<file path="src/rtl/vend_credit_ctrl_if.sv">
// Coin-front-end to vend-controller bundle: button levels in, status and pulses out.
// Latency: pure wiring, no state.
// Backpressure: none; the controller consumes button edges unconditionally.
interface vend_credit_ctrl_if #(
  parameter int CREDIT_W = 10
);
  logic                btn_a;
  logic                btn_b;
  logic                btn_c;
  logic                btn_cancel;
  logic [1:0]          state;
  logic [CREDIT_W-1:0] credit;
  logic                vend;
  logic [CREDIT_W-1:0] change;
  logic                change_vld;
  logic                reject;

  // Button/debounce side: drives levels, observes controller outputs.
  modport master (
    output btn_a, btn_b, btn_c, btn_cancel,
    input  state, credit, vend, change, change_vld, reject
  );

  // Controller side.
  modport slave (
    input  btn_a, btn_b, btn_c, btn_cancel,
    output state, credit, vend, change, change_vld, reject
  );
endinterface

</file>
<file path="src/rtl/vend_credit_ctrl.sv">
// Coin-credit vending controller: edge-detects coin/cancel buttons, accumulates credit, vends at PRICE.
// Latency: a button edge sampled at clock k is reflected on the registered outputs after edge k.
// Backpressure: none; coins that cannot be taken (over limit, lower priority, busy) pulse reject.
module vend_credit_ctrl #(
  parameter int CREDIT_W   = 10,
  parameter int COIN_A     = 50,
  parameter int COIN_B     = 100,
  parameter int COIN_C     = 500,
  parameter int PRICE      = 200,
  parameter int MAX_CREDIT = 600
) (
  input  logic              clk,
  input  logic              rst,
  vend_credit_ctrl_if.slave bus
);

  typedef enum logic [1:0] {
    S_IDLE    = 2'b00,
    S_COLLECT = 2'b01,
    S_VEND    = 2'b10,
    S_REFUND  = 2'b11
  } state_e;

  // Constants sized one bit wider than credit so the over-limit compare cannot wrap.
  localparam logic [CREDIT_W:0]   COIN_A_W = (CREDIT_W+1)'(COIN_A);
  localparam logic [CREDIT_W:0]   COIN_B_W = (CREDIT_W+1)'(COIN_B);
  localparam logic [CREDIT_W:0]   COIN_C_W = (CREDIT_W+1)'(COIN_C);
  localparam logic [CREDIT_W:0]   PRICE_W  = (CREDIT_W+1)'(PRICE);
  localparam logic [CREDIT_W:0]   MAX_W    = (CREDIT_W+1)'(MAX_CREDIT);
  localparam logic [CREDIT_W-1:0] PRICE_N  = CREDIT_W'(PRICE);

  // Edge-detect history.
  logic prev_a_q, prev_b_q, prev_c_q, prev_cancel_q;

  // Registered state and outputs with their next-state values.
  state_e              state_q, state_d;
  logic [CREDIT_W-1:0] credit_q, credit_d;
  logic                vend_q, vend_d;
  logic [CREDIT_W-1:0] change_q, change_d;
  logic                change_vld_q, change_vld_d;
  logic                reject_q, reject_d;

  // Per-cycle event decode.
  logic                trig_a, trig_b, trig_c, trig_cancel;
  logic                any_coin;
  logic                coin_hit;
  logic                coin_extra;
  logic [CREDIT_W:0]   coin_v;
  logic [CREDIT_W:0]   t_sum;
  logic [CREDIT_W-1:0] t_low;

  // Rising-edge triggers and priority selection of the single coin acted on (C > B > A).
  always_comb begin
    trig_a      = bus.btn_a      & ~prev_a_q;
    trig_b      = bus.btn_b      & ~prev_b_q;
    trig_c      = bus.btn_c      & ~prev_c_q;
    trig_cancel = bus.btn_cancel & ~prev_cancel_q;
    any_coin    = trig_a | trig_b | trig_c;

    coin_hit = any_coin;
    coin_v   = '0;
    if (trig_c) begin
      coin_v = COIN_C_W;
    end else if (trig_b) begin
      coin_v = COIN_B_W;
    end else if (trig_a) begin
      coin_v = COIN_A_W;
    end

    // Coins losing the priority race, including to a cancel, are refused.
    coin_extra = (trig_a & trig_b) | (trig_a & trig_c) | (trig_b & trig_c) |
                 (trig_cancel & any_coin);

    t_sum = {1'b0, credit_q} + coin_v;
    t_low = t_sum[CREDIT_W-1:0];
  end

  // Next-state and next-output decode; pulses default low so nothing is held two cycles.
  always_comb begin
    state_d      = state_q;
    credit_d     = credit_q;
    vend_d       = 1'b0;
    change_d     = '0;
    change_vld_d = 1'b0;
    reject_d     = 1'b0;

    case (state_q)
      S_IDLE, S_COLLECT: begin
        if (trig_cancel) begin
          reject_d = any_coin;
          // A cancel with nothing inserted has nothing to return.
          if (state_q == S_COLLECT) begin
            state_d      = S_REFUND;
            change_d     = credit_q;
            change_vld_d = 1'b1;
            credit_d     = '0;
          end
        end else if (coin_hit) begin
          reject_d = coin_extra;
          if (t_sum > MAX_W) begin
            reject_d = 1'b1;
          end else if (t_sum >= PRICE_W) begin
            state_d      = S_VEND;
            vend_d       = 1'b1;
            change_d     = t_low - PRICE_N;
            change_vld_d = 1'b1;
            credit_d     = '0;
          end else begin
            state_d  = S_COLLECT;
            credit_d = t_low;
          end
        end
      end
      // Dispense/refund cycles: single cycle, any coin arriving now is refused.
      default: begin
        state_d  = S_IDLE;
        credit_d = '0;
        reject_d = any_coin;
      end
    endcase
  end

  // State, output and edge-history registers; history reloads on reset so held buttons stay quiet.
  always_ff @(posedge clk) begin
    prev_a_q      <= bus.btn_a;
    prev_b_q      <= bus.btn_b;
    prev_c_q      <= bus.btn_c;
    prev_cancel_q <= bus.btn_cancel;
    if (rst) begin
      state_q      <= S_IDLE;
      credit_q     <= '0;
      vend_q       <= 1'b0;
      change_q     <= '0;
      change_vld_q <= 1'b0;
      reject_q     <= 1'b0;
    end else begin
      state_q      <= state_d;
      credit_q     <= credit_d;
      vend_q       <= vend_d;
      change_q     <= change_d;
      change_vld_q <= change_vld_d;
      reject_q     <= reject_d;
    end
  end

  assign bus.state      = state_q;
  assign bus.credit     = credit_q;
  assign bus.vend       = vend_q;
  assign bus.change     = change_q;
  assign bus.change_vld = change_vld_q;
  assign bus.reject     = reject_q;

endmodule
</file>
<file path="src/flat_wrapper.sv">
// flat-port wrapper written by rule: the top's interface ports become plain ports
module vend_credit_ctrl_flat 
#(
  parameter int CREDIT_W   = 10,
  parameter int COIN_A     = 50,
  parameter int COIN_B     = 100,
  parameter int COIN_C     = 500,
  parameter int PRICE      = 200,
  parameter int MAX_CREDIT = 600
)
  (clk, rst, bus_btn_a, bus_btn_b, bus_btn_c, bus_btn_cancel, bus_state, bus_credit, bus_vend, bus_change, bus_change_vld, bus_reject);
  vend_credit_ctrl_if #(.CREDIT_W(CREDIT_W)) bus_i ();
  input  logic clk;
  input  logic rst;
  input wire logic [$bits(bus_i.btn_a)-1:0] bus_btn_a;
  input wire logic [$bits(bus_i.btn_b)-1:0] bus_btn_b;
  input wire logic [$bits(bus_i.btn_c)-1:0] bus_btn_c;
  input wire logic [$bits(bus_i.btn_cancel)-1:0] bus_btn_cancel;
  output wire logic [$bits(bus_i.state)-1:0] bus_state;
  output wire logic [$bits(bus_i.credit)-1:0] bus_credit;
  output wire logic [$bits(bus_i.vend)-1:0] bus_vend;
  output wire logic [$bits(bus_i.change)-1:0] bus_change;
  output wire logic [$bits(bus_i.change_vld)-1:0] bus_change_vld;
  output wire logic [$bits(bus_i.reject)-1:0] bus_reject;
  assign bus_i.btn_a = bus_btn_a;
  assign bus_i.btn_b = bus_btn_b;
  assign bus_i.btn_c = bus_btn_c;
  assign bus_i.btn_cancel = bus_btn_cancel;
  assign bus_state = bus_i.state;
  assign bus_credit = bus_i.credit;
  assign bus_vend = bus_i.vend;
  assign bus_change = bus_i.change;
  assign bus_change_vld = bus_i.change_vld;
  assign bus_reject = bus_i.reject;
  vend_credit_ctrl #(.CREDIT_W(CREDIT_W), .COIN_A(COIN_A), .COIN_B(COIN_B), .COIN_C(COIN_C), .PRICE(PRICE), .MAX_CREDIT(MAX_CREDIT)) u_core (.clk(clk), .rst(rst), .bus(bus_i));
endmodule
</file>
<file path="config.mk">
export PLATFORM = sky130hd
export DESIGN_NAME = vend_credit_ctrl_flat
export DESIGN_NICKNAME = d
export VERILOG_FILES = /design/src/rtl/vend_credit_ctrl_if.sv /design/src/rtl/vend_credit_ctrl.sv /design/src/flat_wrapper.sv
export SDC_FILE = /design/constraint.sdc
export NUM_CORES = 1
export LEC_CHECK = 0
export ABC_AREA = 1
export CELL_PAD_IN_SITES_DETAIL_PLACEMENT = 1
export CELL_PAD_IN_SITES_GLOBAL_PLACEMENT = 2
export CORE_MARGIN = 10
export CORE_UTILIZATION = 30
export CTS_CLUSTER_DIAMETER = 60
export DETAILED_ROUTE_END_ITERATION = 7
export PLACE_DENSITY = 0.77
export SLEW_MARGIN = 10
export SYNTH_ARGS = -nofsm -noshare
export SYNTH_HDL_FRONTEND = slang
export SYNTH_SLANG_ARGS = --single-unit
</file>
<file path="constraint.sdc">
create_clock -name clk -period 3.1 [get_ports clk]
set_input_delay 0.465 -clock clk [delete_from_list [all_inputs] [get_ports clk]]
set_output_delay 0.465 -clock clk [all_outputs]
set_load 0.02 [all_outputs]
</file>
# Word-level counts from Yosys, hierarchy flattened
# Index checks and enable logic that the tools add are counted.
[op_classes] n_addsub=2 order_cmp=2 eq_ne=3 mux=27 bitwise=18 n_reduce_logical=6
[op_table] operator="$mux 10" count=10
[op_table] operator="$mux 11" count=2
[op_table] operator="$add 10x11->11" count=1
[op_table] operator="$ge 11x8->1 const B" count=1
[op_table] operator="$gt 11x10->1 const B" count=1
[op_table] operator="$mux 2" count=5
[op_table] operator="$sub 10x8->10 const B" count=1
[op_table] operator="$mux 1" count=9
[op_table] operator="$and 1x1->1" count=8
[op_table] operator="$mux 6" count=1
[op_table] operator="$not 1->1" count=5
[op_table] operator="$or 1x1->1" count=5
[op_table] operator="$reduce_or 2->1" count=2
[op_table] operator="$reduce_and 3->1" count=1
[op_table] operator="$reduce_or 3->1" count=1
[op_table] operator="$eq 2x1->1 const B" count=1
[op_table] operator="$logic_not 2->1" count=1
[op_table] operator="$ne 2x1->1 const B" count=1
[op_table] operator="$ne 2x2->1 const B" count=1
[op_table] operator="$reduce_bool 2->1" count=1
[totals] ff_bits=29 in_bits=6 output_inout_bits=25 elab_cells=68

# Depth between registers and ports, before layout
# Gate-level depths: netlist of run 1.
[logic_depth] depth_word=11 mapped_depth=23 depth_no_buf=23

# Worst setup path before layout of run 1
# OpenSTA, ideal clock, no wires.
[synth_path] kind="input port to flip-flop" start="in bus_btn_a" end="reg u_core.change_q[5], in the netlist u_core.bus.change[5]" setup_time_ps=116 t_arrival_ps=2674 required_time_ps=2984 setup_slack_ps=310 path_stages=21 n_path_buf=0 cell_sequence="inv_1 nor2_1 nand2_1 a21oi_1 ha_1 inv_1 fa_1 inv_1 nand3_1 nand2_1 nand2_1 nor2_1 nand2_1 nand4_1 nand3_2 nor2_4 nand2_4 inv_4 nor2_8 nand4_1 nand2_1"
[synth_via] elab_chain_len=10 elab_cells_between_ends=14 classes_between="add/sub: 2; order compare: 2; mux: 7; bitwise: 3"
[synth_lines] item="from (decl)" line="flat_wrapper.sv:15" text="input wire logic [$bits(bus_i.btn_a)-1:0] bus_btn_a;"
[synth_lines] item="$and 1x1->1 (*)" line="vend_credit_ctrl.sv:54" text="trig_a = bus.btn_a & ~prev_a_q;"
[synth_lines] item="$mux 6" line="vend_credit_ctrl.sv:66" text="end else if (trig_a) begin"
[synth_lines] item="$mux 11" line="vend_credit_ctrl.sv:64" text="end else if (trig_b) begin"
[synth_lines] item="$mux 11" line="vend_credit_ctrl.sv:62" text="if (trig_c) begin"
[synth_lines] item="$add 10x11->11" line="vend_credit_ctrl.sv:74" text="t_sum = {1'b0, credit_q} + coin_v;"
[synth_lines] item="$sub 10x8->10 / $ge 11x8->1 (equally long branches)" line="vend_credit_ctrl.sv:105, vend_credit_ctrl.sv:102"
[synth_lines] item="$mux 10" line="vend_credit_ctrl.sv:102" text="end else if (t_sum >= PRICE_W) begin"
[synth_lines] item="$mux 10" line="vend_credit_ctrl.sv:100" text="if (t_sum > MAX_W) begin"
[synth_lines] item="$mux 10 (*)" line="vend_credit_ctrl.sv:98" text="end else if (coin_hit) begin"
[synth_lines] item="$mux 10 (*)" line="vend_credit_ctrl.sv:89" text="if (trig_cancel) begin"
[synth_lines] item="to (signal assigned)" line="vend_credit_ctrl.sv:140" text="change_q <= change_d;"
[synth_lines] item="to (decl)" line="vend_credit_ctrl.sv:39" text="logic [CREDIT_W-1:0] change_q, change_d;"
# Mark *: on every way between the ends. The rest lies on a longest branch, timed or not.
# A chain may end at the register's enable or synchronous reset.

# Worst setup path after layout of run 1
[layout_path] start="in bus_btn_a" end="reg u_core.change_q[7], in the netlist u_core.bus.change[7]"
# The elaborated chain is that of the path after synthesis.

==> results of run 1 <==
final timing paths:
check,end,startpoint,slack [ps]
max,u_core.bus.change[7],bus_btn_a,230
min,u_core.prev_b_q,bus_btn_b,350
max reg2reg,u_core.bus.change[7],u_core.prev_a_q,370
min reg2reg,u_core.bus.change[8],u_core.bus.credit[8],540
sequential cells by signal, indices dropped and copies added, names as in the netlist:
register               flops
u_core.prev_a_q            1
u_core.bus.credit          9
u_core.bus.vend            1
u_core.bus.change         10
u_core.prev_cancel_q       1
u_core.prev_c_q            1
u_core.bus.reject          1
u_core.bus.state           2
u_core.bus.change_vld      1
u_core.prev_b_q            1
cells in the final DEF (no fill, tap or decap), types with 5 or more instances in the layout:
| master | instances |
|---|---|
| buf_4 | 38 |
| clkdlybuf4s50_1 | 26 |
| dfxtp_1 | 28 |
| ha_1 | 5 |
| inv_1 | 28 |
| inv_2 | 5 |
| nand2_1 | 66 |
| nand2_2 | 9 |
| nand2_4 | 6 |
| nand3_1 | 16 |
| nand4_1 | 18 |
| nor2_1 | 24 |
| nor2_2 | 13 |
| nor2_4 | 5 |
| xor2_1 | 5 |
metrics by stage:
step / instance area, um^2 / hold WS, ps / util / cells / TNS, ps
after floorplan: 1890 / 493 / - / 265 / 0
after global placement: 2470 / 503 / 0.410 / 396 / -7890
after detailed placement: 2470 / 518 / 0.410 / 396 / -10210
after CTS: 2650 / 411 / 0.439 / 405 / 0
after global routing: 2730 / 341 / 0.454 / 409 / 0
final: 2730 / 345 / 0.454 / 409 / 0
power breakdown:
| group | internal [W] | switching, W |
|---|---|---|
| combinational | 0.000319 | 0.000404 |
| sequential | 0.000395 | 0.0000349 |
| clock | 0.000173 | 0.000122 |
| total | 0.000886 | 0.000560 |
cell type report:
type                    count  area [um^2]  share of cell area
inverters                  35          139              0.0508
well taps                  75         93.8              0.0343
clock inverters             1         30.0              0.0110
repair buffers             69          616               0.225
flip-flops and latches     28          561               0.205
multi-input cells         198         1250               0.459
clock buffers               3         41.3              0.0151
critical path, cell delays in order:
cell           delay (ps)
dlygate4sd2_1         200
inv_1                  50
nor2_2                140
nand2_1               100
a21oi_2               110
ha_2                  200
inv_2                  40
fa_2                  370
xnor2_2               210
inv_2                  80
ha_1                  230
nand2_2               100
nand2_4                60
nor2_4                100
nor2_4                 50
buf_12                140
nand2_8                90
inv_8                  50
nor2_8                120
nand4_1               120
nand2_1                90
metal layers:
metal	GRT usage	wire, um	vias up	part of all wire
met5	0	0	-	0
li1	-	-	977	-
met1	0.156	2740	895	0.45
met4	0.0364	62	0	0.010
met3	0.0159	166	4	0.027
met2	0.217	3190	28	0.52
repair_timing:
action,in CTS,in global routing
gates resized for setup,16,12
gates cloned,1,0
pin swaps,10,9
buffers inserted,4,4
endpoints found under the setup margin,23,23
kinds of logic after synthesis:
kind of cell             count (synthesis)  share of synthesized area
other                                    1                    0.00198
XOR/XNOR                                 7                     0.0404
buffers and inverters                   40                     0.0953
AND/OR/NAND/NOR                        172                      0.480
AO/OA/AOI/OAI                            8                     0.0285
flip-flops                              28                      0.296
adder cells (fa/ha/maj)                  8                     0.0569
==> impl_metrics.py, run 1 <==
metrics = {
    "status": {
        "status": "completed",
    },
    "yosys": {
        "synth_top_area_frac": 0.296,
        "yosysTopAreaCell": "dfxtp_1",
        "yosys_warnings": 0,
        "synth_common_cells": "71 x nand2_1, 31 x inv_1, 28 x dfxtp_1, 28 x nor2_1",
        "avgSynthCellArea_um2": 7.16,
        "yosysMostFrequentCell": "nand2_1",
        "synth.distinct_cells": 37,
        "syn-instance-count": 264,
        "synth_area_leaders": "dfxtp_1 30%, nand2_1 14%, inv_1 6.2%, nand4_1 6.0%, nor2_1 5.6%",
        "yosys_register_bits": 28,
        "synth_top_flop_cell": "dfxtp_1",
        "synth-edff-count": 0,
        "synth.cell_area_mm2": 0.00189,
        "synth-seq-area-share": 0.296,
        "synthArstFlopShare": 0,
    },
    "floorplanning": {
        "dieWidth_um": 99.4,
        "start_util": 0.314,
        "die_h_um": 99.4,
        "coreArea_mm2": 0.00603,
        "fp.dieArea_mm2": 0.00988,
        "num_io_pins": 31,
        "std_cell_rows": 28,
    },
    "flow_run": {
        "maxCapViolations": 0,
    },
    "timing": {
        "fin_crit_sh": 0.925,
        "rsz0062_at_grt": "false",
        "max_freq_ghz": 0.349,
        "finalClockSkew_ps": 3.37,
        "fin_crit_ps": 2870,
        "slew_viol_final": 0,
        "worst_slack_ps": 232,
        "tightestPinTransition_ps": 774,
        "setup_viol": 0,
        "slew_headroom": 0.471,
        "finalHoldViolations": 0,
    },
    "place": {
        "dp_slack_ps": -500,
        "hpwl_um": 5000,
        "port_buffers": 29,
        "gp_congestion": 0.820,
    },
    "critical_path": {
        "startpoint_type": "input pin",
        "crit_arrival_ps": 3100,
        "cp-end-kind": "flop",
        "cp_max_fo": 8,
        "r2r_cells": 19,
        "critPathRequiredTime_ps": 3330,
        "path_class": "input pin to flop",
    },
    "layout": {
        "syn2layout_area_growth_pct": 44.6,
        "drive_above_1_share": 0.308,
        "nNetsFinal": 349,
        "fillers": 742,
        "insertedDiodeCount": 0,
    },
    "routing": {
        "drc": 0,
        "avgRoutedWirePerCell_um": 15.1,
        "routed_wl_um": 6160,
        "ant_nets": 0,
        "routed-via-count": 1904,
        "first_iter_violations": 65,
        "dr.pass1.iters": 4,
        "viasPerCell": 4.66,
    },
    "clocking": {
        "cts.path.max_buffers": 2,
        "htreeDepth": 1,
        "hold_buffers": 0,
        "clock_latency_ps": 280,
        "clock_sinks": 28,
        "clock-root-buffer": "clkbuf_8",
        "clk_pin_slew_worst_paths_ps": 100,
        "cts_tree": "done",
        "cts_inserted_buffers": 3,
    },
    "min_path": {
        "hp-class": "input pin to flop",
        "worstHoldPathCells": 1,
    },
    "pwr": {
        "powerDensity_mw_per_mm2": 529,
        "p_leak_nw": 1.32,
        "finalPower_w": 0.00145,
        "irDropWorstVdd_mv": 0.288,
    },
    "grt": {
        "grt_max_degree": 17,
        "grt_pass1_wl_um": 10100,
        "antenna_found_initial": 0,
        "grt_pass1_vias": 1987,
        "grt.overflow.total": 0,
        "grt_usage": 0.125,
    },
}
(Power assumes the default switching activity.)
==> inputs of run 2 (changes only) <==
ABC_CLOCK_PERIOD_IN_PS = 3100   (was unset)
CAP_MARGIN = 20   (was unset)
==> results of run 2 <==
No change in the layout: final DEF, timing and power equal those of run 1.
==> variant 1, RTL diff (flow settings as in run 2) <==
`CREDIT_W` is set to 10 in 3 places; all go to 20.
--- a/src/rtl/vend_credit_ctrl_if.sv
+++ b/src/rtl/vend_credit_ctrl_if.sv
@@ -2,7 +2,7 @@
 // Latency: pure wiring, no state.
 // Backpressure: none; the controller consumes button edges unconditionally.
 interface vend_credit_ctrl_if #(
-  parameter int CREDIT_W = 10
+  parameter int CREDIT_W = 20
 );
   logic                btn_a;
   logic                btn_b;
--- a/src/rtl/vend_credit_ctrl.sv
+++ b/src/rtl/vend_credit_ctrl.sv
@@ -2,7 +2,7 @@
 // Latency: a button edge sampled at clock k is reflected on the registered outputs after edge k.
 // Backpressure: none; coins that cannot be taken (over limit, lower priority, busy) pulse reject.
 module vend_credit_ctrl #(
-  parameter int CREDIT_W   = 10,
+  parameter int CREDIT_W   = 20,
   parameter int COIN_A     = 50,
   parameter int COIN_B     = 100,
   parameter int COIN_C     = 500,
--- a/src/flat_wrapper.sv
+++ b/src/flat_wrapper.sv
@@ -1,7 +1,7 @@
 // flat-port wrapper written by rule: the top's interface ports become plain ports
 module vend_credit_ctrl_flat 
 #(
-  parameter int CREDIT_W   = 10,
+  parameter int CREDIT_W   = 20,
   parameter int COIN_A     = 50,
   parameter int COIN_B     = 100,
   parameter int COIN_C     = 500,
Ports: changed (resized bus_change and bus_credit); port bits go from 31 to 51. No check against the original RTL was run, so the function may have changed too.
==> variant 1 against run 2 <==
Cell area rose by 79%; power rose by 61%; setup slack got worse by 0.13 ns; synthesized cell count rose by 63%; synthesized area rose by 64%; critical path depth rose by 2; wire length rose by 91%; global-route usage rose by 3.7 points; die area rose by 50%; sequential cell count rose by 20; utilization rose by 2.6 points; critical endpoint is now u_core.bus.change[12]$_SDFF_PP0_; register-to-register slack got worse by 0.25 ns.
==> variant 1: results (changes against run 2) <==
| Metric | Value |
|---|---|
| Outcome | complete, no violations |
| Layout cells sized above 1 | 0.409 (+0.101) |
| Largest net degree at the start of global routing | 20 (+3) |
| CP top delay family | simple AND/OR/NAND/NOR gates |
| Post-synthesis compound-gate area fraction | 0.0901 (+0.0617) |
| Average size of a mapped cell | 7.18 sq um (+0.29%) |
| CTS Buf Count | 5 (+2) |
| Seq/Total Area, Yosys | 0.310 (+0.0139) |
| Final #Nets | 587 (+68%) |
| Initial antenna violation count | 0 (unchanged) |
| Synth Area in Adders | 0.0388 (-0.0181) |
| Actual slew at the worst max-slew pin | 0.480 ns (-0.293 ns) |
| Final WL | 11800 microns (+91%) |
| Clock buffer depth | 2 (unchanged) |
| Number of global-route vias before repair | 3623 (+82%) |
| Final HPWL DP | 8950 microns (+79%) |
| Flop2flop setup slack | 0.12 ns (-0.25 ns) |
| Worst clock skew | 0.0104 ns (+0.00706 ns) |
| IO Port Bufs | 49 (+69%) |
| Peak supply drop | 0.000215 V (-25%) |
| WHS | 0.269 ns (-0.0767 ns) |
| Synth Area in XOR/XNOR | 0.0396 (-0.000759) |
| Top cells by area, synth | dfxtp_1 31%, nand2_1 13%, inv_1 6.1%, nand3_1 5.3%, o21ai_2 5.1% |
| Place WS | -0.794 ns (-0.294 ns) |
| Post-Place Cell Area | 4230 sq um (+71%) |
| Pre-Repair DR Iteration Count | 4 (unchanged) |
| Max Fanout on Critical Path | 7 (-1) |
| Crit path DAT | 3.24 ns (+0.14 ns) |
| GPL Wtd Cong | 0.813 (-0.82%) |
| Number of diodes | 0 (unchanged) |
| Final Critical Period | 3.00 ns (+0.130 ns) |
| Leak | 0.00222 uW (+67%) |
| CP max stage cell | ha_4 |
| Yosys warns | 0 (unchanged) |
| Total GRT Usage | 0.161 (+0.0367) |
| Iteration-0 DRC Markers | 84 (+29%) |
| Distinct cells, synth | 39 (+5.4%) |
| Crit-path max cell delay | 0.25 ns (-0.12 ns) |
| Cell Count Post-Placement | 680 (+72%) |
| Max Cap Viol | 0 (unchanged) |
| Root Buffer | clkbuf_8 |
| Max reg flops | 20 (+10) |
| Routed vias/inst | 4.77 (+2.5%) |
| Asr flop ratio synth | 0 (unchanged) |
| Min-delay worst type | in2reg |
| Synth cell count leaders | 107 x nand2_1, 50 x inv_1, 48 x dfxtp_1 |
| Clock slew at reported path FFs | around 0.090 ns |
| Non-Filler Instances | 708 (+73%) |
| Worst-Skew Late Latency | 0.31 ns (+0.03 ns) |
| # fillers | 1274 (+72%) |
| H-Tree Depth | 2 (+1) |
| First-pass GRT wire length | 18900 microns (+87%) |
| Mux contribution to synthesized area | 0 (unchanged) |
variant 1: changes by cell type after synthesis, sizes merged, moves of 16 or more:
cell   before  now
dfxtp      28   48
inv        34   57
nand2      83  138
nand3      21   37
nor3        5   21
o21ai       2   24
variant 1: metal layers:
| layer | share of wire | up-vias | GRT usage | routed length (microns) |
|---|---|---|---|---|
| li1 | - | 1662 | - | - |
| met1 | 0.39 | 1625 | 0.172 | 4600 |
| met2 | 0.54 | 65 | 0.299 | 6330 |
| met3 | 0.038 | 26 | 0.0347 | 450 |
| met4 | 0.035 | 0 | 0.0708 | 416 |
| met5 | 0 | - | 0 | 0 |
variant 1: final cells by class:
| class | instances | area (sq um) | share of cell area |
|---|---|---|---|
| flip-flops and latches | 48 | 963 | 0.197 |
| well taps | 136 | 170 | 0.0349 |
| clock buffers | 5 | 68.8 | 0.0141 |
| clock inverters | 2 | 60.1 | 0.0123 |
| repair buffers | 142 | 1220 | 0.250 |
| inverters | 58 | 225 | 0.0461 |
| multi-input cells | 317 | 2170 | 0.445 |
variant 1: path summary, 6_finish.rpt:
kind | depth (start not counted) | from | to
setup reg to reg | 23 | u_core.prev_b_q$_DFF_P_ | u_core.bus.change[12]$_SDFF_PP0_
hold reg to reg | 2 | u_core.bus.credit[18]$_SDFFE_PP0P_ | u_core.bus.change[18]$_SDFF_PP0_
setup / recovery | 23 | bus_btn_c | u_core.bus.change[12]$_SDFF_PP0_
hold / removal | 1 | bus_btn_a | u_core.prev_a_q$_DFF_P_
variant 1: power breakdown:
group,total (uW),internal [uW],switching [uW]
combinational,1090,512,579
clock,539,318,221
sequential,705,666,39.4
variant 1: repair_timing:
action                                  CTS  global route
endpoints found under the setup margin   43            43
gates resized for setup                  54            43
buffers inserted                         20             1
pin swaps                                33            32
hold buffers                              0             0
==> variant 2, RTL diff (flow settings as in run 2) <==
Made on the original files. `MAX_CREDIT` is set to 600 in 2 places; all go to 300.
--- a/src/rtl/vend_credit_ctrl.sv
+++ b/src/rtl/vend_credit_ctrl.sv
@@ -7,7 +7,7 @@
   parameter int COIN_B     = 100,
   parameter int COIN_C     = 500,
   parameter int PRICE      = 200,
-  parameter int MAX_CREDIT = 600
+  parameter int MAX_CREDIT = 300
 ) (
   input  logic              clk,
   input  logic              rst,
--- a/src/flat_wrapper.sv
+++ b/src/flat_wrapper.sv
@@ -6,7 +6,7 @@
   parameter int COIN_B     = 100,
   parameter int COIN_C     = 500,
   parameter int PRICE      = 200,
-  parameter int MAX_CREDIT = 600
+  parameter int MAX_CREDIT = 300
 )
   (clk, rst, bus_btn_a, bus_btn_b, bus_btn_c, bus_btn_cancel, bus_state, bus_credit, bus_vend, bus_change, bus_change_vld, bus_reject);
   vend_credit_ctrl_if #(.CREDIT_W(CREDIT_W)) bus_i ();
Check against the original RTL: not equivalent (Yosys sat finds a counterexample within 4 cycles, from zero or initial values and one cycle with rst high).
==> variant 2 against run 2 <==
Setup slack worse by 0.072 ns; die area down 3.1%; count of clock-buffer cells in the layout unchanged; critical path type unchanged; global-route usage up 0.70 points; combinational power up 34%; via count up 1.9%; sequential share of layout area down 0.61 points; highest routed layer unchanged; sequential cell count unchanged; first-iteration DRC count up 52%; power up 20%; cell area up 3.1%; wire length up 6.5%; largest power group unchanged; utilization up 2.5 points; synthesized area down 3.8%.
==> variant 2: results (changes against run 2) <==
| Metric | Value |
|---|---|
| Outcome | complete, no violations |
| Iteration-0 DRC Markers | 99 (+52%) |
| Clock buffer depth | 2 (unchanged) |
| Timing endpoint of the critical path | u_core.bus.change[2]$_SDFF_PP0_ |
| Crit path DAT | 3.18 ns (+0.08 ns) |
| Largest net degree at the start of global routing | 17 (unchanged) |
| CP max stage cell | fa_2 |
| Distinct cells, synth | 32 (-14%) |
| Reg2reg path depth | 23 (+4) |
| Cell Int Power | 1010 uW (+14%) |
| CTS Buf Count | 3 (unchanged) |
| Grt met1 use | 0.165 (+0.00933) |
| Place WS | -0.611 ns (-0.111 ns) |
| Clock power frac | 0.180 (-0.024) |
| Flop2flop setup slack | 0.27 ns (-0.10 ns) |
| Top cells by area, synth | dfxtp_1 31%, nand2_1 13%, inv_1 8.3%, nand3_1 7.2%, nor2_1 6.0% |
| Final WL | 6560 microns (+6.5%) |
| Final Cycle Share | 0.949 (+0.0232) |
| Max Fanout on Critical Path | 6 (-2) |
| Total GRT Usage | 0.132 (+0.00702) |
| Sw power | 723 uW (+29%) |
| Synth cell count leaders | 61 x nand2_1, 40 x inv_1, 29 x nor2_1 |
| Final HPWL DP | 4700 microns (-6.2%) |
| Number of global-route vias before repair | 1999 (+0.60%) |
| Worst-Skew Late Latency | 0.30 ns (+0.02 ns) |
| Global-route track usage on met3 | 0.0197 (+0.00382) |
| Met3 WL | 208 microns (+25%) |
| H-Tree Depth | 1 (unchanged) |
| Seq/Total Area, Yosys | 0.308 (+0.0118) |
| First-pass GRT wire length | 10400 microns (+3.0%) |
| Routing usage on met2 | 0.219 (+0.00236) |
| Worst clock skew | 0.00514 ns (+0.00177 ns) |
| Vias | 1941 (+1.9%) |
| GPL Wtd Cong | 0.816 (-0.43%) |
| Pre-Repair DR Iteration Count | 4 (unchanged) |
| Cts repair resizes | 18 (+2) |
| Buffers inserted by post-CTS timing repair | 15 (+11) |
| Hold path endpoint | u_core.prev_a_q$_DFF_P_ |
| Critical Path Start | bus_btn_b |
| Hold Startpoint | bus_btn_a |
| Synth Area in XOR/XNOR | 0.0193 (-0.0211) |
| Post-Place Cell Area | 2450 sq um (-0.91%) |
| Root Buffer | clkbuf_8 |
| Peak supply drop | 0.000289 V (+0.31%) |
| Final #Nets | 365 (+4.6%) |
| Leak | 0.00140 uW (+5.6%) |
| Actual slew at the worst max-slew pin | 0.680 ns (-0.0931 ns) |
| Post-synthesis compound-gate area fraction | 0.0785 (+0.0500) |
| Comb pwr share | 0.557 (+0.058) |
| Layout cells sized above 1 | 0.360 (+0.0516) |
| DR WL met2 | 3220 microns (+1.0%) |
| Metal1 wirelength | 3010 microns (+9.8%) |
| Synth Area in Adders | 0.0592 (+0.00227) |
| Reg2reg start | u_core.prev_c_q$_DFF_P_ |
[variant 2: cell types whose count changed in the layout (fill, tap and decap cells not counted), moves of 3 or more]
cell,run 2,this run
inv_2,5,10
nor2_2,13,7
nand2_2,9,16
xor2_1,5,2
o21ai_2,0,9
nand2_4,6,9
buf_6,0,4
nand4_1,18,2
nand2_1,66,54
buf_4,38,49
nand3_1,16,23
inv_1,28,36
nor3_2,3,0
[variant 2: final cells by class]
| class | instances | area, sq um |
|---|---|---|
| timing repair buffer | 82 | 703 |
| tap | 75 | 93.8 |
| clock buffer | 3 | 41.3 |
| fill | 751 | 3070 |
| inverter | 49 | 184 |
| clock inverter | 1 | 30.0 |
| sequential | 28 | 561 |
| multi-input combinational | 187 | 1200 |
[variant 2: per-stage QoR]
step	cells	util	hold slack, ns
global placement	404	0.416	0.505
finish	425	0.479	0.430
global route	425	0.479	0.423
floorplan	267	-	0.493
detailed placement	404	0.416	0.519
CTS	424	0.456	0.402
